$ cat src/rtl/hazard_ctrl_pkg.sv
// hazard_pkg: shared types and defaults for the pipeline hazard controller.
//   md_state_t  - mult/div stall FSM states (IDLE, BUSY, DONE)
//   MD_MAX_DFLT - default BUSY-cycle bound before forced release
//   REG_W_DFLT  - default register-specifier width
package hazard_pkg;

    typedef enum logic [1:0] {
        IDLE = 2'd0,
        BUSY = 2'd1,
        DONE = 2'd2
    } md_state_t;

    localparam int MD_MAX_DFLT = 40;
    localparam int REG_W_DFLT  = 5;

endpackage

$ cat src/rtl/md_stall_fsm.sv
// md_stall_fsm: sequences the pipeline hold while the mult/div unit works.
//   clk, rst_n  - clock, async active-low reset
//   md_start    - mult/div instruction sitting in EX
//   md_done     - unit result valid (1-cycle pulse)
//   md_stall    - hold the front of the pipe this cycle
//   md_busy     - FSM is in BUSY
//   md_timeout  - 1-cycle pulse when BUSY is released without md_done
module md_stall_fsm
    import hazard_pkg::*;
#(
    parameter int MD_MAX = MD_MAX_DFLT
) (
    input  logic clk,
    input  logic rst_n,
    input  logic md_start,
    input  logic md_done,
    output logic md_stall,
    output logic md_busy,
    output logic md_timeout
);

    localparam int CW = $clog2(MD_MAX);
    localparam logic [CW-1:0] CNT_LAST = CW'(MD_MAX - 1);

    md_state_t       state, state_nx;
    logic [CW-1:0]   cnt, cnt_nx;

    always_ff @(posedge clk or negedge rst_n) begin
        if (!rst_n) begin
            state <= IDLE;
            cnt   <= '0;
        end else begin
            state <= state_nx;
            cnt   <= cnt_nx;
        end
    end

    always_comb begin
        state_nx   = state;
        cnt_nx     = cnt;
        md_timeout = 1'b0;
        case (state)
            IDLE: begin
                if (md_start) begin
                    state_nx = BUSY;
                    cnt_nx   = '0;
                end
            end
            BUSY: begin
                cnt_nx = cnt + CW'(1);
                // a real completion wins over the bound in the same cycle
                if (md_done) begin
                    state_nx = DONE;
                end else if (cnt == CNT_LAST) begin
                    state_nx   = DONE;
                    md_timeout = 1'b1;
                end
            end
            // one free cycle lets the mult/div instruction leave EX while
            // md_start is still high, without retriggering
            DONE:    state_nx = IDLE;
            default: state_nx = IDLE;
        endcase
    end

    assign md_busy  = (state == BUSY);
    // the md_start term is gated so an asserted reset always frees the pipe
    assign md_stall = (rst_n & (state == IDLE) & md_start) | (state == BUSY);

endmodule

$ cat src/rtl/hazard_ctrl.sv
// hazard_ctrl: enable/flush sequencing for the 5-stage MIPS pipeline.
//   clk, rst_n            - clock, async active-low reset
//   id_rs, id_rt          - sources of the instruction in ID
//   ex_memread, ex_rt     - load in EX and its destination
//   id_branch_taken       - branch resolved taken in ID
//   md_start, md_done     - mult/div in EX / result valid pulse
//   en_pc .. en_memwb     - stage register enables
//   flush_ifid/idex/exmem - bubble insert into the next stage register
//   md_busy, md_timeout   - mult/div FSM status
//   stall_cycles          - (HAZARD_CTRL_STATS_EN only) saturating count of
//                           cycles with en_pc low
// Optional feature macro: HAZARD_CTRL_STATS_EN
module hazard_ctrl
    import hazard_pkg::*;
#(
    parameter int MD_MAX = MD_MAX_DFLT,
    parameter int REG_W  = REG_W_DFLT
) (
    input  logic             clk,
    input  logic             rst_n,
    input  logic [REG_W-1:0] id_rs,
    input  logic [REG_W-1:0] id_rt,
    input  logic             ex_memread,
    input  logic [REG_W-1:0] ex_rt,
    input  logic             id_branch_taken,
    input  logic             md_start,
    input  logic             md_done,
    output logic             en_pc,
    output logic             en_ifid,
    output logic             en_idex,
    output logic             en_exmem,
    output logic             en_memwb,
    output logic             flush_ifid,
    output logic             flush_idex,
    output logic             flush_exmem,
    output logic             md_busy,
    output logic             md_timeout
`ifdef HAZARD_CTRL_STATS_EN
    ,
    output logic [31:0]      stall_cycles
`endif
);

    logic md_stall;
    logic load_use;

    md_stall_fsm #(.MD_MAX(MD_MAX)) u_md_fsm (
        .clk        (clk),
        .rst_n      (rst_n),
        .md_start   (md_start),
        .md_done    (md_done),
        .md_stall   (md_stall),
        .md_busy    (md_busy),
        .md_timeout (md_timeout)
    );

    // $zero is never a real dependency
    assign load_use = rst_n & ex_memread & (ex_rt != '0) &
                      ((ex_rt == id_rs) | (ex_rt == id_rt));

    always_comb begin
        en_pc       = 1'b1;
        en_ifid     = 1'b1;
        en_idex     = 1'b1;
        en_exmem    = 1'b1;
        en_memwb    = 1'b1;
        flush_ifid  = 1'b0;
        flush_idex  = 1'b0;
        flush_exmem = 1'b0;
        if (md_stall) begin
            // freeze IF..EX, let older instructions drain past EX/MEM
            en_pc       = 1'b0;
            en_ifid     = 1'b0;
            en_idex     = 1'b0;
            flush_exmem = 1'b1;
        end else if (load_use) begin
            // branch is ignored here: its operands are not ready and it is
            // re-evaluated next cycle
            en_pc      = 1'b0;
            en_ifid    = 1'b0;
            flush_idex = 1'b1;
        end else if (rst_n & id_branch_taken) begin
            flush_ifid = 1'b1;
        end
    end

`ifdef HAZARD_CTRL_STATS_EN
    always_ff @(posedge clk or negedge rst_n) begin
        if (!rst_n) begin
            stall_cycles <= '0;
        end else if (!en_pc && (stall_cycles != 32'hFFFF_FFFF)) begin
            stall_cycles <= stall_cycles + 32'd1;
        end
    end
`endif

endmodule
$ cat config.mk
export PLATFORM = sky130hd
export DESIGN_NAME = hazard_ctrl
export DESIGN_NICKNAME = d
export VERILOG_FILES = /design/src/rtl/hazard_ctrl_pkg.sv /design/src/rtl/md_stall_fsm.sv /design/src/rtl/hazard_ctrl.sv
export SDC_FILE = /design/constraint.sdc
export NUM_CORES = 1
export LEC_CHECK = 0
export CAP_MARGIN = 20
export CORE_UTILIZATION = 25
export CTS_BUF_LIST = sky130_fd_sc_hd__clkbuf_8
export DETAILED_ROUTE_END_ITERATION = 10
export GPL_TIMING_DRIVEN = 0
export PLACE_DENSITY = 0.55
export SYNTH_ARGS = -nofsm -noshare
export SYNTH_HDL_FRONTEND = slang
export SYNTH_HIERARCHICAL = 1
export SYNTH_SLANG_ARGS = --single-unit
$ cat constraint.sdc
create_clock -name clk -period 3.6 [get_ports clk]
set_clock_uncertainty 0.05 [all_clocks]
set_input_delay 0.72 -clock clk [delete_from_list [all_inputs] [get_ports clk]]
set_output_delay 0.72 -clock clk [all_outputs]
set_load 0.02 [all_outputs]
==> impl_metrics.json, run 1 <==
{
  "die_x_um": 51.42,
  "outcome": "completed",
  "grt_overflow": 0,
  "syn-instance-count": 67,
  "antenna_found_initial": 0,
  "critPathLaunchType": "primary input",
  "diodes": 0,
  "path_cells": "clkdlybuf4s50_1 > or3_1 > o311a_1 > and3_2 > clkdlybuf4s50_1",
  "post-synth-top-area-fraction": 0.3279,
  "clock_latency_ns": 0.22,
  "path_common_cell": "clkdlybuf4s50_1",
  "gp_congestion": 0.7434,
  "synth_edf_count": 0,
  "criticalPathCategory": "in2out",
  "wl_per_cell_um": 11.63,
  "setup_violations": 0,
  "rows": 17,
  "maxCapViolCount": 0,
  "dp_hpwl_um": 1174,
  "synth_area_um2": 610.6,
  "yosys-top-cells-count": "xnor2_1 (10), dfrtp_1 (8), nand2_1 (6), nor2_1 (5)",
  "core_um2": 2255,
  "grt.total_usage": 0.1207,
  "io_pins": 31,
  "synth_ff_type": "dfrtp_1",
  "ant_nets": 0,
  "die_area_um2": 2644,
  "wl_met3_um": 125,
  "cts_root_buf": "clkbuf_8",
  "grt_pass1_wl_um": 2387,
  "crit_family": "buffers and inverters",
  "yosysWarningCount": 6,
  "max_freq_mhz": 289.5,
  "dr.pass1.iters": 4,
  "drive_above_1_share": 0.1313,
  "dp.cells": 124,
  "start_util": 0.2708,
  "hold_viol": 0,
  "numCtsBuffers": 3,
  "grt_pass1_vias": 555,
  "syn2layout_area_growth_pct": 60.04,
  "fin_nets": 123,
  "htreeDepth": 1,
  "synth.ff_latch_count": 8,
  "worstPathRequired_ns": 2.83,
  "dr.first_iter.drc_count": 6,
  "top_layer_used": "met3",
  "grt_max_degree": 12,
  "ys_seq_area_frac": 0.3279,
  "wl_met1_um": 701,
  "cts_hold_buf": 0,
  "synth_most_common_cell": "xnor2_1",
  "avgViaCountPerCell": 4.693,
  "cts.sinks": 8,
  "final_cell_count_no_fill": 127,
  "portBuffers": 28,
  "critPathArrivalTime_ns": 2.68,
  "synthTopCellsByArea": "dfrtp_1 (33%), xnor2_1 (14%), a22o_1 (5.7%), buf_4 (4.9%), mux2_2 (3.7%)",
  "netlist.top_cell.by_area": "dfrtp_1",
  "num_vias": 596,
  "dieHeight_um": 51.42,
  "path_clk_slew_ns": 0.04,
  "drc": 0,
  "worstHoldPathType": "in2async",
  "end_kind": "output port",
  "slowest_delay_ns": 0.53,
  "maxSlewViolCount": 0,
  "totalWireLength_um": 1477,
  "syn_avg_cell_area_um2": 9.113,
  "vdd_ir_drop_max_mv": 0.2869,
  "path_max_fanout": 3,
  "fin_hold_ws_ns": 0.3925,
  "async_reset_ff_frac": 1.000,
  "period_share": 0.9595,
  "rsz0062_at_grt": "false",
  "p_per_area_nw_per_um2": 455.8,
  "leakage_nw": 0.4265,
  "synthDistinctLibCells": 28,
  "tritoncts": "yes",
  "period_minus_slack_ns": 3.454,
  "wl_met2_um": 649,
  "worst-path-buf-inv": 2,
  "cp_slowest_cell": "clkdlybuf4s50_1",
  "cts_buffer_depth": 2
}
## timing repair
| item | in CTS | in global routing |
|---|---|---|
| gates resized for setup | 1 | 3 |
| gates cloned | 0 | 0 |
| setup buffers | 0 | 0 |
| endpoints found under the setup margin | 1 | 3 |
## logic make-up (layout without fill, tap and decap cells)
logic type,after synthesis,after routing,share of synthesized area
fa+ha+maj,1,1,0.02049
xor+xnor,10,10,0.1434
other cells,1,2,0.006142
compound gates,14,14,0.1783
mux,3,3,0.05328
flops,8,8,0.3279
simple gates,23,23,0.2029
buf+inv,7,38,0.06762
## area by class of cell
cell class	count	area, um^2
tap	28	35.03
multi-input combinational	53	372.9
clock buffer	3	41.29
timing repair buffer	28	286.5
inverter	3	11.26
sequential	8	200.2
buffer	4	30.03
fill	234	1277
## worst register-to-register path: cells and delay by family (launching register included)
kind	cells	cell delay, ns
adder cells (fa/ha/maj)	1	0.26
flip-flops	1	0.41
multiplexers	1	0.33
AO/OA/AOI/OAI	1	0.18
AND/OR/NAND/NOR	1	0.11
## registers in the layout, summed over array words and instances (netlist names)
signal          count
u_md_fsm/cnt        6
u_md_fsm/state      2
## path summary, 6_finish.rpt
check                           startpoint                end  slack (ns)  cells after the start
max                               ex_rt[0]         flush_idex        0.15                      5
min                                  rst_n  u_md_fsm/state[1]        0.39                      1
max reg2reg                u_md_fsm/cnt[0]    u_md_fsm/cnt[4]        2.16                      4
min reg2reg                u_md_fsm/cnt[5]    u_md_fsm/cnt[5]        0.48                      2
max in group asynchronous            rst_n    u_md_fsm/cnt[2]        2.78                      1
min in group clk           u_md_fsm/cnt[5]    u_md_fsm/cnt[5]        0.48                      2
## report_power, final
part / switching (mW) / internal, mW
logic: 0.0975 / 0.105
registers: 0.0268 / 0.113
clock network: 0.0307 / 0.0720
total: 0.155 / 0.290
## per-layer routing
metal  vias to the layer above  track usage
met5                         -            0
met1                       264       0.1555
met4                         0      0.06757
li1                        300            -
met2                        32       0.1948
met3                         0      0.01190
## through the flow
stage | total power [mW] | setup TNS (ns) | util | setup WS (ns) | cell area [um^2]
floorplan | 0.2623 | 0 | - | 0.7847 | 614.3
global placement | 0.3461 | -0.02764 | 0.4123 | -0.02764 | 929.6
detailed placement | 0.3475 | -0.02246 | 0.4123 | -0.02246 | 929.6
CTS | 0.4524 | 0 | 0.4301 | 0.05247 | 969.7
global route | 0.4802 | 0 | 0.4334 | 0.08138 | 977.2
finish | 0.4454 | 0 | 0.4334 | 0.1456 | 977.2
## cell usage in the layout (no fill, tap or decap), drive strengths merged
cell,instances
a211oi,1
nor3,1
dlygate4sd2,1
conb,2
xnor2,10
inv,3
mux2,2
nor2,5
or4,1
dfrtp,8
clkbuf,3
nand2,6
nand4,1
o21ai,1
ha,1
clkdlybuf4s50,24
a22o,4
o21bai,1
o211ai,1
and3,1
or3,1
a32o,1
a21oi,3
dlymetal6s2s,3
o22ai,1
o311a,1
mux2i,1
nand3,5
buf,4
nand2b,2
(Power assumes the default switching activity.)
==> inputs of run 2 (changes only) <==
- PLACE_DENSITY: 0.55 -> 0.65
- clock period: 3.6 -> 4.35 ns (I/O delays scaled with it)
==> run 2 against run 1 <==
Compared with the run above:
- clock power decreased by 12%
- first-iteration DRC count grew to 3.7 times the previous value
- flip-flop and latch count stayed put
- largest cell class unchanged
- sequential share of layout area up 0.13 points
- cell count unchanged
- critical path depth rose by 1
- register-to-register slack gained 0.76 ns
- via count up 3.5%
- combinational power is 15% lower
==> impl_metrics.json, run 2 (synthesis gave the netlist of run 1 again) <==
{
  "grt_pass1_vias": 557,
  "antenna_found_initial": 0,
  "path_clk_slew_ns": 0.04,
  "avgViaCountPerCell": 4.858,
  "fin_area_um2": 970.9,
  "leakage_nw": 0.3919,
  "die_area_um2": 2644,
  "regMostFlops": "u_md_fsm/cnt",
  "postPlaceCellArea_um2": 929.6,
  "cts_root_buf": "clkbuf_8",
  "dp_hpwl_um": 1175,
  "ant_nets": 0,
  "worstPathRequired_ns": 3.43,
  "ff2ff_path_depth": 4,
  "regArea_um2": 200.2,
  "tritoncts": "yes",
  "max_freq_mhz": 253.0,
  "rows": 17,
  "fin_hold_ws_ns": 0.5008,
  "rrSetupSlack_ns": 2.92,
  "grt_pass1_wl_um": 2428,
  "slew_headroom": 0.6655,
  "dp_slack_ns": 0.3920,
  "path_cells": "clkdlybuf4s50_1 > or3_1 > o311a_1 > a21oi_1 > buf_4 > clkdlybuf4s50_1",
  "pwr-share-clk": 0.239,
  "criticalPathCategory": "in2out",
  "portBuffers": 28,
  "fin_nets": 123,
  "end_kind": "output port",
  "cts_hold_buf": 0,
  "die_x_um": 51.42,
  "worstMarginPinSlew_ns": 0.5007,
  "multi_input_area_um2": 372.9,
  "core_um2": 2255,
  "num_vias": 617,
  "fin_util": 0.4306,
  "rsz0062_at_grt": "false",
  "numCtsBuffers": 3,
  "setup_tns_ns": 0,
  "final_common_cell": "clkdlybuf4s50_1",
  "htreeDepth": 1,
  "io_pins": 31,
  "outcome": "completed",
  "intPower_mw": 0.2438,
  "worstHoldPathType": "reg2reg",
  "cts_buffer_depth": 2,
  "cts.sinks": 8,
  "clock_latency_ns": 0.23,
  "critPathLaunchType": "primary input",
  "path_max_fanout": 3,
  "syn2layout_area_growth_pct": 59.02,
  "setup_violations": 0,
  "wl_per_cell_um": 12.05,
  "maxCapViolCount": 0,
  "maxSlewViolCount": 0,
  "grt_overflow": 0,
  "gp_congestion": 0.7981,
  "fillers": 237,
  "path_common_cell": "clkdlybuf4s50_1",
  "period_minus_slack_ns": 3.953,
  "netSwitchingFraction": 0.3566,
  "dr.pass1.iters": 4,
  "period_share": 0.9086,
  "start_util": 0.2708,
  "hold_viol": 0,
  "p_per_area_nw_per_um2": 390.3,
  "vdd_ir_drop_max_mv": 0.1896,
  "p_switching_mw": 0.1352,
  "drive_above_1_share": 0.1313,
  "dr.first_iter.drc_count": 22,
  "critPathArrivalTime_ns": 3.03,
  "seqPwrFrac": 0.306,
  "cts_setup_buffers": 0,
  "totalWireLength_um": 1530,
  "fin_ws_ns": 0.3974,
  "drc": 0,
  "combPwrFrac": 0.455,
  "dieHeight_um": 51.42,
  "reg_top3": "u_md_fsm/cnt (6), u_md_fsm/state (2)",
  "layout_common_cells": "clkdlybuf4s50_1 (28), xnor2_1 (10), dfrtp_1 (8)",
  "largest_register_ffs": 6,
  "diodes": 0,
  "cts-resized-gates": 0,
  "min_path_cells": 1,
  "slowest_delay_ns": 0.59,
  "grt_max_degree": 12,
  "cp_slowest_cell": "clkdlybuf4s50_1",
  "grt.total_usage": 0.1252
}
run 2: cell count changes in the layout (fill, tap and decap cells not counted):
cell	before	now
clkdlybuf4s50_1	24	28
dlymetal6s2s_1	3	0
dlygate4sd2_1	1	0
run 2: metal layers:
layer	global-route usage	vias up	share of wire
met5	0	-	0
met3	0.04167	3	0.12
li1	-	297	-
met2	0.2056	36	0.43
met4	0.06757	0	0.020
met1	0.1413	281	0.43
run 2: final cells by class:
cell class	count	share of cell area
multi-input cells	53	0.3840
flip-flops and latches	8	0.2062
plain buffers	4	0.03093
clock buffers	3	0.04253
inverters	3	0.01160
well taps	28	0.03608
repair buffers	28	0.2887
run 2: final timing paths:
path,start,endpoint
hold reg to reg,u_md_fsm/cnt[0],u_md_fsm/cnt[0]
setup reg to reg,u_md_fsm/cnt[0],u_md_fsm/cnt[4]
setup / recovery,ex_rt[0],en_pc
max in group asynchronous,rst_n,u_md_fsm/cnt[5]
hold / removal,u_md_fsm/cnt[0],u_md_fsm/cnt[0]
min in group asynchronous,rst_n,u_md_fsm/state[1]
run 2: critical path: cells and delay by family:
family,cells,cell delay (ns)
and+or+nand+nor,1,0.40
AOI/OAI and AO/OA,2,0.57
buffers and inverters,3,1.20
run 2: power groups by stage:
stage          Clock (mW)  Sequential, mW  Combinational, mW
6_report           0.0906           0.116              0.172
5_1_grt            0.0960           0.119              0.188
4_1_cts            0.0933           0.115              0.174
3_5_place_dp            0           0.116              0.173
3_3_place_gp            0           0.115              0.170
2_1_floorplan           0           0.112              0.105
run 2: stage by stage:
step | power (mW) | cells
after global placement | 0.2852 | 124
after detailed placement | 0.2887 | 124
final | 0.3789 | 127
after CTS | 0.3826 | 127
after global routing | 0.4031 | 127
after floorplan | 0.2171 | 68
==> inputs of run 3 (changes only) <==
- CORE_MARGIN: unset -> 2
==> run 3 against run 2 <==
Compared with the run above:
- sequential power is essentially flat
- non-clock buffer count unchanged
- worst setup slack gained 0.028 ns
- flip-flop and latch count did not move
- routed wire length shrank 2.3%
- via count fell by 5.2%
- critical endpoint unchanged
- clock power decreased by 3.0%
==> impl_metrics.json, run 3 (synthesis gave the netlist of run 1 again) <==
{
  "maxSlewViolCount": 0,
  "fin_ws_ns": 0.4252,
  "worst-path-buf-inv": 3,
  "die_area_um2": 2854,
  "slowest_delay_ns": 0.59,
  "io_pins": 31,
  "fin_nets": 123,
  "cts_root_buf": "clkbuf_8",
  "cts_buffer_depth": 2,
  "htreeDepth": 1,
  "gp_congestion": 0.7755,
  "largest_register_ffs": 6,
  "cts.sinks": 8,
  "layout_common_cells": "clkdlybuf4s50_1 (28), xnor2_1 (10), dfrtp_1 (8)",
  "worstHoldPathType": "reg2reg",
  "numCtsBuffers": 3,
  "critPathLaunchType": "primary input",
  "fin_total_pwr_mw": 0.3765,
  "dp_hpwl_um": 1158,
  "fillers": 222,
  "drc": 0,
  "vdd_ir_drop_max_mv": 0.2394,
  "grt_overflow": 0,
  "p_per_area_nw_per_um2": 387.7,
  "syn2layout_area_growth_pct": 59.02,
  "final_common_cell": "clkdlybuf4s50_1",
  "rsz0062_at_grt": "false",
  "dp_slack_ns": 0.4085,
  "path_common_cell": "clkdlybuf4s50_1",
  "path_clk_slew_ns": 0.04,
  "worstPathRequired_ns": 3.43,
  "leakage_nw": 0.3919,
  "die_x_um": 53.42,
  "dp.cells": 124,
  "setup_tns_ns": 0,
  "rows": 17,
  "criticalPathCategory": "in2out",
  "dr.pass1.iters": 4,
  "grt_max_degree": 12,
  "grt_pass1_vias": 554,
  "grt_pass1_wl_um": 2408,
  "cts_hold_buf": 0,
  "reg_top3": "u_md_fsm/cnt (6), u_md_fsm/state (2)",
  "hold_viol": 0,
  "critPathArrivalTime_ns": 3.00,
  "crit_family": "buffers and inverters",
  "maxCapViolCount": 0,
  "num_vias": 585,
  "clock_latency_ns": 0.23,
  "end_kind": "output port",
  "cts-resized-gates": 0,
  "start_util": 0.2708,
  "totalWireLength_um": 1495,
  "core_um2": 2255,
  "path_cells": "clkdlybuf4s50_1 > or3_1 > o311a_1 > a21oi_1 > buf_4 > clkdlybuf4s50_1",
  "wl_per_cell_um": 11.77,
  "drive_above_1_share": 0.1313,
  "outcome": "completed",
  "setup_violations": 0,
  "grt.total_usage": 0.1153,
  "final_cell_count_no_fill": 127,
  "ant_nets": 0,
  "tritoncts": "yes",
  "period_minus_slack_ns": 3.925,
  "path_max_fanout": 3,
  "antenna_found_initial": 0,
  "cts_setup_buffers": 0,
  "max_freq_mhz": 254.8,
  "diodes": 0,
  "portBuffers": 28,
  "cp_slowest_cell": "clkdlybuf4s50_1",
  "avgViaCountPerCell": 4.606,
  "regMostFlops": "u_md_fsm/cnt",
  "dr.first_iter.drc_count": 8,
  "period_share": 0.9023,
  "dieHeight_um": 53.42
}
## run 3: cell counts in the layout (fill, tap and decap cells not counted)
Identical to the previous run, type by type.
## run 3: metal layers
| layer | up-vias | share of wire | track usage |
|---|---|---|---|
| met4 | 0 | 0 | 0.06410 |
| met3 | 0 | 0.16 | 0.03672 |
| met2 | 34 | 0.42 | 0.1790 |
| met1 | 250 | 0.42 | 0.1387 |
| li1 | 301 | - | - |
| met5 | - | 0 | 0 |
## run 3: final timing paths
kind	from	endpoint	slack, ns	cells after the start
setup / recovery	ex_rt[0]	en_pc	0.43	6
hold / removal	u_md_fsm/cnt[5]	u_md_fsm/cnt[5]	0.48	2
setup reg to reg	u_md_fsm/cnt[0]	u_md_fsm/cnt[4]	2.93	4
hold reg to reg	u_md_fsm/cnt[5]	u_md_fsm/cnt[5]	0.48	2
max in group asynchronous	rst_n	u_md_fsm/cnt[5]	3.02	1
min in group asynchronous	rst_n	u_md_fsm/state[0]	0.92	1
## run 3: worst min-delay path, delay by kind of cell, from the launching register on
kind,cells,cell delay [ns]
simple gates,2,0.12
flops,1,0.38
## run 3: layout make-up
class / instances / area, um^2 / area share
multi-input combinational: 53 / 372.9 / 0.3840
clock buffer: 3 / 41.29 / 0.04253
sequential: 8 / 200.2 / 0.2062
tap: 28 / 35.03 / 0.03608
inverter: 3 / 11.26 / 0.01160
timing repair buffer: 28 / 280.3 / 0.2887
buffer: 4 / 30.03 / 0.03093
## run 3: where the power goes
part	leakage, nW	switching (mW)	total, mW	internal (mW)
logic	0.263	0.0817	0.172	0.0908
registers	0.107	0.0224	0.116	0.0936
clock network	0.0216	0.0281	0.0879	0.0598
total	0.392	0.132	0.376	0.244
## run 3: metrics by stage
step	utilization	area [um^2]	hold WS (ns)
final	0.4306	970.9	0.4823
after CTS	0.4306	970.9	0.4795
after detailed placement	0.4123	929.6	0.4695
after floorplan	-	614.3	0.4357
after global routing	0.4306	970.9	0.5269
after global placement	0.4123	929.6	0.4605
